## config.mk

```make
export PLATFORM = sky130hd
export DESIGN_NAME = rc5_key_schedule_ctrl_flat
export DESIGN_NICKNAME = d
export VERILOG_FILES = /design/src/rtl/rc5_pkg.sv /design/src/rtl/rc5_key_schedule_ctrl_if.sv /design/src/rtl/rc5_rotl.sv /design/src/rtl/rc5_key_schedule_ctrl.sv /design/src/flat_wrapper.sv
export SDC_FILE = /design/constraint.sdc
export NUM_CORES = 1
export LEC_CHECK = 0
export BUFFER_PORTS_ARGS = -buffer_cell sky130_fd_sc_hd__buf_2
export CORE_MARGIN = 2
export CORE_UTILIZATION = 30
export DETAILED_ROUTE_END_ITERATION = 10
export GPL_TIMING_DRIVEN = 0
export PLACE_DENSITY_LB_ADDON = 0.1
export SLEW_MARGIN = 0
export SYNTH_ARGS = -nofsm -noshare
export SYNTH_HDL_FRONTEND = slang
export SYNTH_SLANG_ARGS = --single-unit
export TNS_END_PERCENT = 10
```

## constraint.sdc

```tcl
create_clock -name clk -period 5 [get_ports clk]
set_input_delay 0.5 -clock clk [delete_from_list [all_inputs] [get_ports clk]]
set_output_delay 0.5 -clock clk [all_outputs]
set_load 0.005 [all_outputs]
```

## src/rtl/rc5_pkg.sv

```systemverilog
// Shared RC5 key-schedule definitions: word width, magic constants,
// controller state encoding and the word rotate used by the datapath.
package rc5_pkg;

  localparam int W     = 32;
  localparam int AMT_W = $clog2(W);

  localparam logic [W-1:0] PW = 32'hB7E15163;
  localparam logic [W-1:0] QW = 32'h9E3779B9;

  typedef enum logic [2:0] {
    IDLE,
    INIT_S,
    MIX_RD,
    MIX_S,
    MIX_L,
    DONE
  } state_t;

  // The upper half of {x,x} shifted left is exactly x rotated left by amt.
  function automatic logic [W-1:0] rotl(input logic [W-1:0] x, input logic [AMT_W-1:0] amt);
    logic [2*W-1:0] dbl;
    dbl = {x, x} << amt;
    return dbl[2*W-1:W];
  endfunction

endpackage

```

## src/rtl/rc5_key_schedule_ctrl_if.sv

```systemverilog
// Handshake and S/L RAM port bundle between the key-schedule controller
// and its environment (key loader, RAMs, round engine).
interface rc5_key_schedule_ctrl_if #(
  parameter int W     = 32,
  parameter int T_LEN = 5,
  parameter int C_LEN = 2
);

  logic             start;
  logic             busy;
  logic             done;
  logic [T_LEN-1:0] s_addr;
  logic             s_we;
  logic [W-1:0]     s_wdata;
  logic [W-1:0]     s_rdata;
  logic [C_LEN-1:0] l_addr;
  logic             l_we;
  logic [W-1:0]     l_wdata;
  logic [W-1:0]     l_rdata;

  modport master (
    input  start, s_rdata, l_rdata,
    output busy, done, s_addr, s_we, s_wdata, l_addr, l_we, l_wdata
  );

  modport slave (
    output start, s_rdata, l_rdata,
    input  busy, done, s_addr, s_we, s_wdata, l_addr, l_we, l_wdata
  );

endinterface

```

## src/rtl/rc5_rotl.sv

```systemverilog
// Combinational w-bit barrel rotate-left.
module rc5_rotl
  import rc5_pkg::*;
(
  input  logic [W-1:0]     x,
  input  logic [AMT_W-1:0] amt,
  output logic [W-1:0]     y
);

  assign y = rotl(x, amt);

endmodule

```

## src/rtl/rc5_key_schedule_ctrl.sv

```systemverilog
// RC5 key expansion sequencer: fills S from Pw/Qw, then runs the
// 3*max(t,c) mixing loop over the S and L RAMs.
module rc5_key_schedule_ctrl
  import rc5_pkg::*;
#(
  parameter int           w  = W,
  parameter int           t  = 26,
  parameter int           c  = 4,
  parameter logic [w-1:0] Pw = PW,
  parameter logic [w-1:0] Qw = QW
) (
  input logic clk,
  input logic rst,
  rc5_key_schedule_ctrl_if.master bus
);

  localparam int t_length = (t > 1) ? $clog2(t) : 1;
  localparam int c_length = (c > 1) ? $clog2(c) : 1;
  localparam int n_mix    = 3 * ((t > c) ? t : c);
  localparam int k_length = (n_mix > 1) ? $clog2(n_mix) : 1;

  localparam logic [t_length-1:0] T_LAST = t_length'(t - 1);
  localparam logic [c_length-1:0] C_LAST = c_length'(c - 1);
  localparam logic [k_length-1:0] K_LAST = k_length'(n_mix - 1);

  state_t state, state_nxt;

  logic [t_length-1:0] i;
  logic [c_length-1:0] j;
  logic [k_length-1:0] k;
  logic [w-1:0]        acc;
  logic [w-1:0]        a_reg;
  logic [w-1:0]        b_reg;
  logic [w-1:0]        l_reg;

  logic [w-1:0]       a_sum, a_new;
  logic [w-1:0]       b_sum, b_new;
  logic [AMT_W-1:0]   rot_amt;

  // In MIX_L a_reg already holds the freshly written S word, as RC5 requires.
  assign a_sum   = bus.s_rdata + a_reg + b_reg;
  assign b_sum   = l_reg + a_reg + b_reg;
  assign rot_amt = a_reg[AMT_W-1:0] + b_reg[AMT_W-1:0];

  rc5_rotl u_rotl_a (
    .x   (a_sum),
    .amt (AMT_W'(3)),
    .y   (a_new)
  );

  rc5_rotl u_rotl_b (
    .x   (b_sum),
    .amt (rot_amt),
    .y   (b_new)
  );

  always_ff @(posedge clk or posedge rst) begin
    if (rst) state <= IDLE;
    else     state <= state_nxt;
  end

  always_ff @(posedge clk or posedge rst) begin
    if (rst) begin
      i     <= '0;
      j     <= '0;
      k     <= '0;
      acc   <= '0;
      a_reg <= '0;
      b_reg <= '0;
      l_reg <= '0;
    end else begin
      case (state)
        IDLE: begin
          if (bus.start) begin
            i     <= '0;
            j     <= '0;
            k     <= '0;
            acc   <= Pw;
            a_reg <= '0;
            b_reg <= '0;
          end
        end
        INIT_S: begin
          acc <= acc + Qw;
          i   <= (i == T_LAST) ? '0 : i + 1'b1;
        end
        MIX_S: begin
          a_reg <= a_new;
          l_reg <= bus.l_rdata;
        end
        MIX_L: begin
          b_reg <= b_new;
          i     <= (i == T_LAST) ? '0 : i + 1'b1;
          j     <= (j == C_LAST) ? '0 : j + 1'b1;
          k     <= k + 1'b1;
        end
        default: ;
      endcase
    end
  end

  // Outputs are decoded from state so an asynchronous reset drops them at once.
  always_comb begin
    state_nxt   = state;
    bus.busy    = 1'b0;
    bus.done    = 1'b0;
    bus.s_addr  = '0;
    bus.s_we    = 1'b0;
    bus.s_wdata = '0;
    bus.l_addr  = '0;
    bus.l_we    = 1'b0;
    bus.l_wdata = '0;
    case (state)
      IDLE: begin
        if (bus.start) state_nxt = INIT_S;
      end
      INIT_S: begin
        bus.busy    = 1'b1;
        bus.s_we    = 1'b1;
        bus.s_addr  = i;
        bus.s_wdata = acc;
        if (i == T_LAST) state_nxt = MIX_RD;
      end
      MIX_RD: begin
        bus.busy   = 1'b1;
        bus.s_addr = i;
        bus.l_addr = j;
        state_nxt  = MIX_S;
      end
      MIX_S: begin
        bus.busy    = 1'b1;
        bus.s_we    = 1'b1;
        bus.s_addr  = i;
        bus.s_wdata = a_new;
        bus.l_addr  = j;
        state_nxt   = MIX_L;
      end
      MIX_L: begin
        bus.busy    = 1'b1;
        bus.l_we    = 1'b1;
        bus.l_addr  = j;
        bus.l_wdata = b_new;
        state_nxt   = (k == K_LAST) ? DONE : MIX_RD;
      end
      DONE: begin
        bus.done  = 1'b1;
        state_nxt = IDLE;
      end
      default: state_nxt = IDLE;
    endcase
  end

endmodule

```

## src/flat_wrapper.sv

```systemverilog
// flat-port wrapper written by rule: the top's interface ports become plain ports
module rc5_key_schedule_ctrl_flat import rc5_pkg::*;
#(
  parameter int           w  = W,
  parameter int           t  = 26,
  parameter int           c  = 4,
  parameter logic [w-1:0] Pw = PW,
  parameter logic [w-1:0] Qw = QW
)
  (clk, rst, bus_start, bus_s_rdata, bus_l_rdata, bus_busy, bus_done, bus_s_addr, bus_s_we, bus_s_wdata, bus_l_addr, bus_l_we, bus_l_wdata);
  rc5_key_schedule_ctrl_if #(.W(32), .T_LEN(5), .C_LEN(2)) bus_i ();
  input logic clk;
  input logic rst;
  input wire logic [$bits(bus_i.start)-1:0] bus_start;
  input wire logic [$bits(bus_i.s_rdata)-1:0] bus_s_rdata;
  input wire logic [$bits(bus_i.l_rdata)-1:0] bus_l_rdata;
  output wire logic [$bits(bus_i.busy)-1:0] bus_busy;
  output wire logic [$bits(bus_i.done)-1:0] bus_done;
  output wire logic [$bits(bus_i.s_addr)-1:0] bus_s_addr;
  output wire logic [$bits(bus_i.s_we)-1:0] bus_s_we;
  output wire logic [$bits(bus_i.s_wdata)-1:0] bus_s_wdata;
  output wire logic [$bits(bus_i.l_addr)-1:0] bus_l_addr;
  output wire logic [$bits(bus_i.l_we)-1:0] bus_l_we;
  output wire logic [$bits(bus_i.l_wdata)-1:0] bus_l_wdata;
  assign bus_i.start = bus_start;
  assign bus_i.s_rdata = bus_s_rdata;
  assign bus_i.l_rdata = bus_l_rdata;
  assign bus_busy = bus_i.busy;
  assign bus_done = bus_i.done;
  assign bus_s_addr = bus_i.s_addr;
  assign bus_s_we = bus_i.s_we;
  assign bus_s_wdata = bus_i.s_wdata;
  assign bus_l_addr = bus_i.l_addr;
  assign bus_l_we = bus_i.l_we;
  assign bus_l_wdata = bus_i.l_wdata;
  rc5_key_schedule_ctrl #(.w(w), .t(t), .c(c), .Pw(Pw), .Qw(Qw)) u_core (.clk(clk), .rst(rst), .bus(bus_i));
endmodule
```

==> parameters.txt <==
Parameter                              Value

Yosys
  Sequential element share of the synthesized area ... 0.252
  Synth Instances ... 1727
  Proportion of synthesized flip-flops having asynchronous set or reset ... 1.00
  Nets in the synthesized netlist ... 1929
  Number of flip-flops and latches in the synthesized netlist ... around 150
  Synth warnings ... 0
  Post-synth EDFFs ... 0
  Number of library cell types mapped by synthesis ... between 100 and 150
  Predominant post-synthesis flop cell ... sky130_fd_sc_hd__dfrtp_1
  Mean area per synthesized cell ... 8.33 um^2
  Post-synth design cell area ... approximately 14000 um^2

Finish
  Ant. Diodes ... 0
  Multi-input combinational cell area ... between 10000 and 15000 um^2
  Commonest non-fill, non-tap cell in the layout ... sky130_fd_sc_hd__nand2_1
  Final nets ... 2144
  Final cell area excluding filler cells ... around 18000 um^2
  Relative area change from synthesis to final layout ... 26.5%
  Commonest non-fill, non-tap cells in the layout ... sky130_fd_sc_hd__nand2_1 (297), sky130_fd_sc_hd__buf_2 (149), sky130_fd_sc_hd__dfrtp_1 (120), sky130_fd_sc_hd__nor2_1 (117), sky130_fd_sc_hd__a21oi_1 (82)
  Layout filler cell count ... 4873
  Sequential cell area ... roughly 3700 um^2
  Share of post-route cells with drive strength above 1 ... 0.255

Worst setup path
  CP max-delay cell ... sky130_fd_sc_hd__dfrtp_1
  Maximum fanout along the worst path ... 4
  Arrival time worst endpoint ... 4780 ps
  Type of element capturing the critical path ... output port
  Buf+Inv Stages, Crit Path ... 3
  Worst path required time ... between 4000 and 5000 ps
  Family with the most delay on the worst path ... compound AO/OA/AOI/OAI gates
  Critical path start-end classification ... flop to output port
  Slowest cell delay on critical path ... 490 ps
  Type of origin of the critical path ... flop
  Cell breakdown of the critical path ... fa_1 -> ha_2 -> fa_2 -> a211oi_4 -> or4_4 -> o2111ai_4 -> a21o_4 -> o31ai_4 -> buf_12 -> buf_8 -> mux2i_4 -> o2111ai_2 -> nor3_2 -> a21oi_2 -> o22ai_2 -> buf_2

Route
  DR pass1 iterations ... 5
  Remaining number of nets flagged by the antenna check after routing ... 0
  Post-detailed-route DRC marker count ... 0
  Number of vias per cell after detailed routing ... 5.78
  Total via count in the routed design ... between 10000 and 15000
  Average detailed-routed wire length per instance ... 25.9 um
  Starting DRC count in detailed routing ... 1149
  Final Routed Wirelength ... 66500 um

CTS
  # H-tree levels ... 4
  Clk Latency, worst-skew pair ... 450 ps
  Number of buffers on the longest clock path ... 2
  TritonCTS Buffers ... 17
  Clk sink count ... 145
  Clk pin slew, worst setup/hold paths ... 70 ps
  CTS root buffer ... sky130_fd_sc_hd__clkbuf_16
  CTS tree ... done

Timing
  Final-report max-slew violation count ... 0
  Max-slew headroom ... 0.217
  Max Freq ... 190 MHz
  Final min period ... about 5300 ps
  Final-report hold violation count ... 0
  Slew at the pin with the worst max-slew slack ... 1170 ps
  Slack of the critical path ... -277 ps
  Worst hold-check slack ... 234 ps
  Unrepaired setup endpoints after global routing ... yes
  Clock skew after layout ... between 10 and 15 ps
  Setup-violating endpoint count in the final report ... 34
  Part of the cycle the worst path needs ... 1.06

Floorplan
  FP Rows ... 80
  I/O pin count ... 142
  Die extent in x ... 223 um
  Placeable Area ... 47500 um^2
  Die Outline Area ... 49700 um^2
  Die span in y ... 223 um
  Initial core utilization ... 0.303

Global route
  Global-route wire length before repair ... 98500 um
  GRT Overall Usage ... 0.267
  Number of antenna violations at the first check in global routing ... 4
  Global-route congestion overflow total ... 0
  Number of global-route vias before repair ... 14900
  Largest net degree at the start of global routing ... 117

Place
  Placed cell area ... between 15000 and 20000 um^2
  Routability-driven placement congestion ratio ... 0.987
  Number of buffers inserted by port buffering ... approximately 140
  Post-DP HPWL ... 53600 um

Worst hold path
  Worst hold path type ... input pin to flop

Flow run
  MaxCap Viol Count ... 0

Outcome
  Failing checks ... setup timing
  Status ... complete, but fails checks
[path summary, 6_finish.rpt]
check / end / startpoint / slack, ps / depth (start not counted)
worst max register to register: u_core.b_reg[9] / u_core.b_reg[5] / 620 / 14
worst max-delay path: bus_l_wdata[31] / u_core.b_reg[0] / -280 / 16
worst min register to register: u_core.acc[6] / u_core.acc[6] / 480 / 1
max in group asynchronous: u_core.b_reg[7] / rst / 3510 / 4
min in group asynchronous: u_core.acc[5] / rst / 540 / 3
worst min-delay path: u_core.l_reg[12] / bus_l_rdata[12] / 230 / 3
[stage by stage]
stage	setup TNS, ps	std cells	util	worst slack (ps)
detailed placement	-20630	2485	0.335	-830
floorplan	0	1727	-	605
global placement	-265170	2483	0.334	-1710
CTS	-4840	2551	0.373	-211
global route	-10050	2570	0.383	-401
finish	-5460	2570	0.383	-277
[per-layer routing]
metal	global-route usage	part of all wire	up-vias
met3	0.0300	0.042	109
li1	-	-	6820
met4	0.0909	0.034	6
met5	0	0.00057	-
met2	0.458	0.49	481
met1	0.348	0.43	7444
[worst min-delay path, cell delays in order]
cell	delay, ps
sky130_fd_sc_hd__buf_2	70
sky130_fd_sc_hd__nand2_1	40
sky130_fd_sc_hd__nand2_1	40
[cells by family (layout without fill, tap and decap cells)]
family,count (synthesis),after routing,synth area share
and+or+nand+nor,668,668,0.218
DFF,145,145,0.252
buffers and inverters,127,355,0.0358
muxes,44,44,0.0343
AOI/OAI and AO/OA,557,557,0.276
adders and majority gates,135,135,0.151
xor gates and xnor gates,51,51,0.0323
[cell usage after synthesis (10+ instances only)]
master	instances	area share
sky130_fd_sc_hd__nand2_1	298	0.078
sky130_fd_sc_hd__dfrtp_1	145	0.25
sky130_fd_sc_hd__nor2_1	123	0.032
sky130_fd_sc_hd__a21oi_1	103	0.036
sky130_fd_sc_hd__o21ai_0	86	0.030
sky130_fd_sc_hd__clkbuf_1	70	0.018
sky130_fd_sc_hd__ha_1	70	0.061
sky130_fd_sc_hd__fa_1	65	0.090
sky130_fd_sc_hd__nor3_1	56	0.019
sky130_fd_sc_hd__a21o_1	47	0.025
sky130_fd_sc_hd__o211ai_1	45	0.023
sky130_fd_sc_hd__nand3_1	38	0.013
sky130_fd_sc_hd__mux2i_1	30	0.021
sky130_fd_sc_hd__xnor2_1	30	0.018
sky130_fd_sc_hd__inv_1	27	0.0070
sky130_fd_sc_hd__o21ai_1	26	0.0090
sky130_fd_sc_hd__a211oi_1	25	0.013
sky130_fd_sc_hd__nand4_1	22	0.0096
sky130_fd_sc_hd__o21a_1	22	0.011
sky130_fd_sc_hd__o22ai_1	21	0.0091
sky130_fd_sc_hd__xor2_1	20	0.012
sky130_fd_sc_hd__or3_1	19	0.0083
sky130_fd_sc_hd__buf_2	18	0.0063
sky130_fd_sc_hd__a22o_1	16	0.0097
sky130_fd_sc_hd__nand2b_1	16	0.0070
sky130_fd_sc_hd__a22oi_1	14	0.0073
sky130_fd_sc_hd__nor4_1	14	0.0061
sky130_fd_sc_hd__and2_1	13	0.0057
sky130_fd_sc_hd__nor2b_1	13	0.0057
sky130_fd_sc_hd__o31ai_1	12	0.0063
sky130_fd_sc_hd__a211o_1	11	0.0067
sky130_fd_sc_hd__and3_1	11	0.0048
sky130_fd_sc_hd__mux2_2	10	0.0078
[timing repair]
action / CTS / global route
hold buffers: 1 / 0
buffers inserted: 36 / 21
pin swaps: 44 / 36
endpoints found under the hold margin: 4 / 0
gates cloned: 0 / 0
gates resized for setup: 197 / 69
endpoints found under the setup margin: 61 / 42
[area by class of cell]
cell class / count / area share
multi-input cells: 1455 / 0.624
flip-flops and latches: 145 / 0.201
repair buffers: 199 / 0.0683
well taps: 615 / 0.0423
plain buffers: 95 / 0.0243
clock buffers: 17 / 0.0234
clock inverters: 15 / 0.0108
inverters: 29 / 0.00639
Power is not shown: default switching activity piles up to over one toggle a cycle in this logic, so the estimate is an artifact.
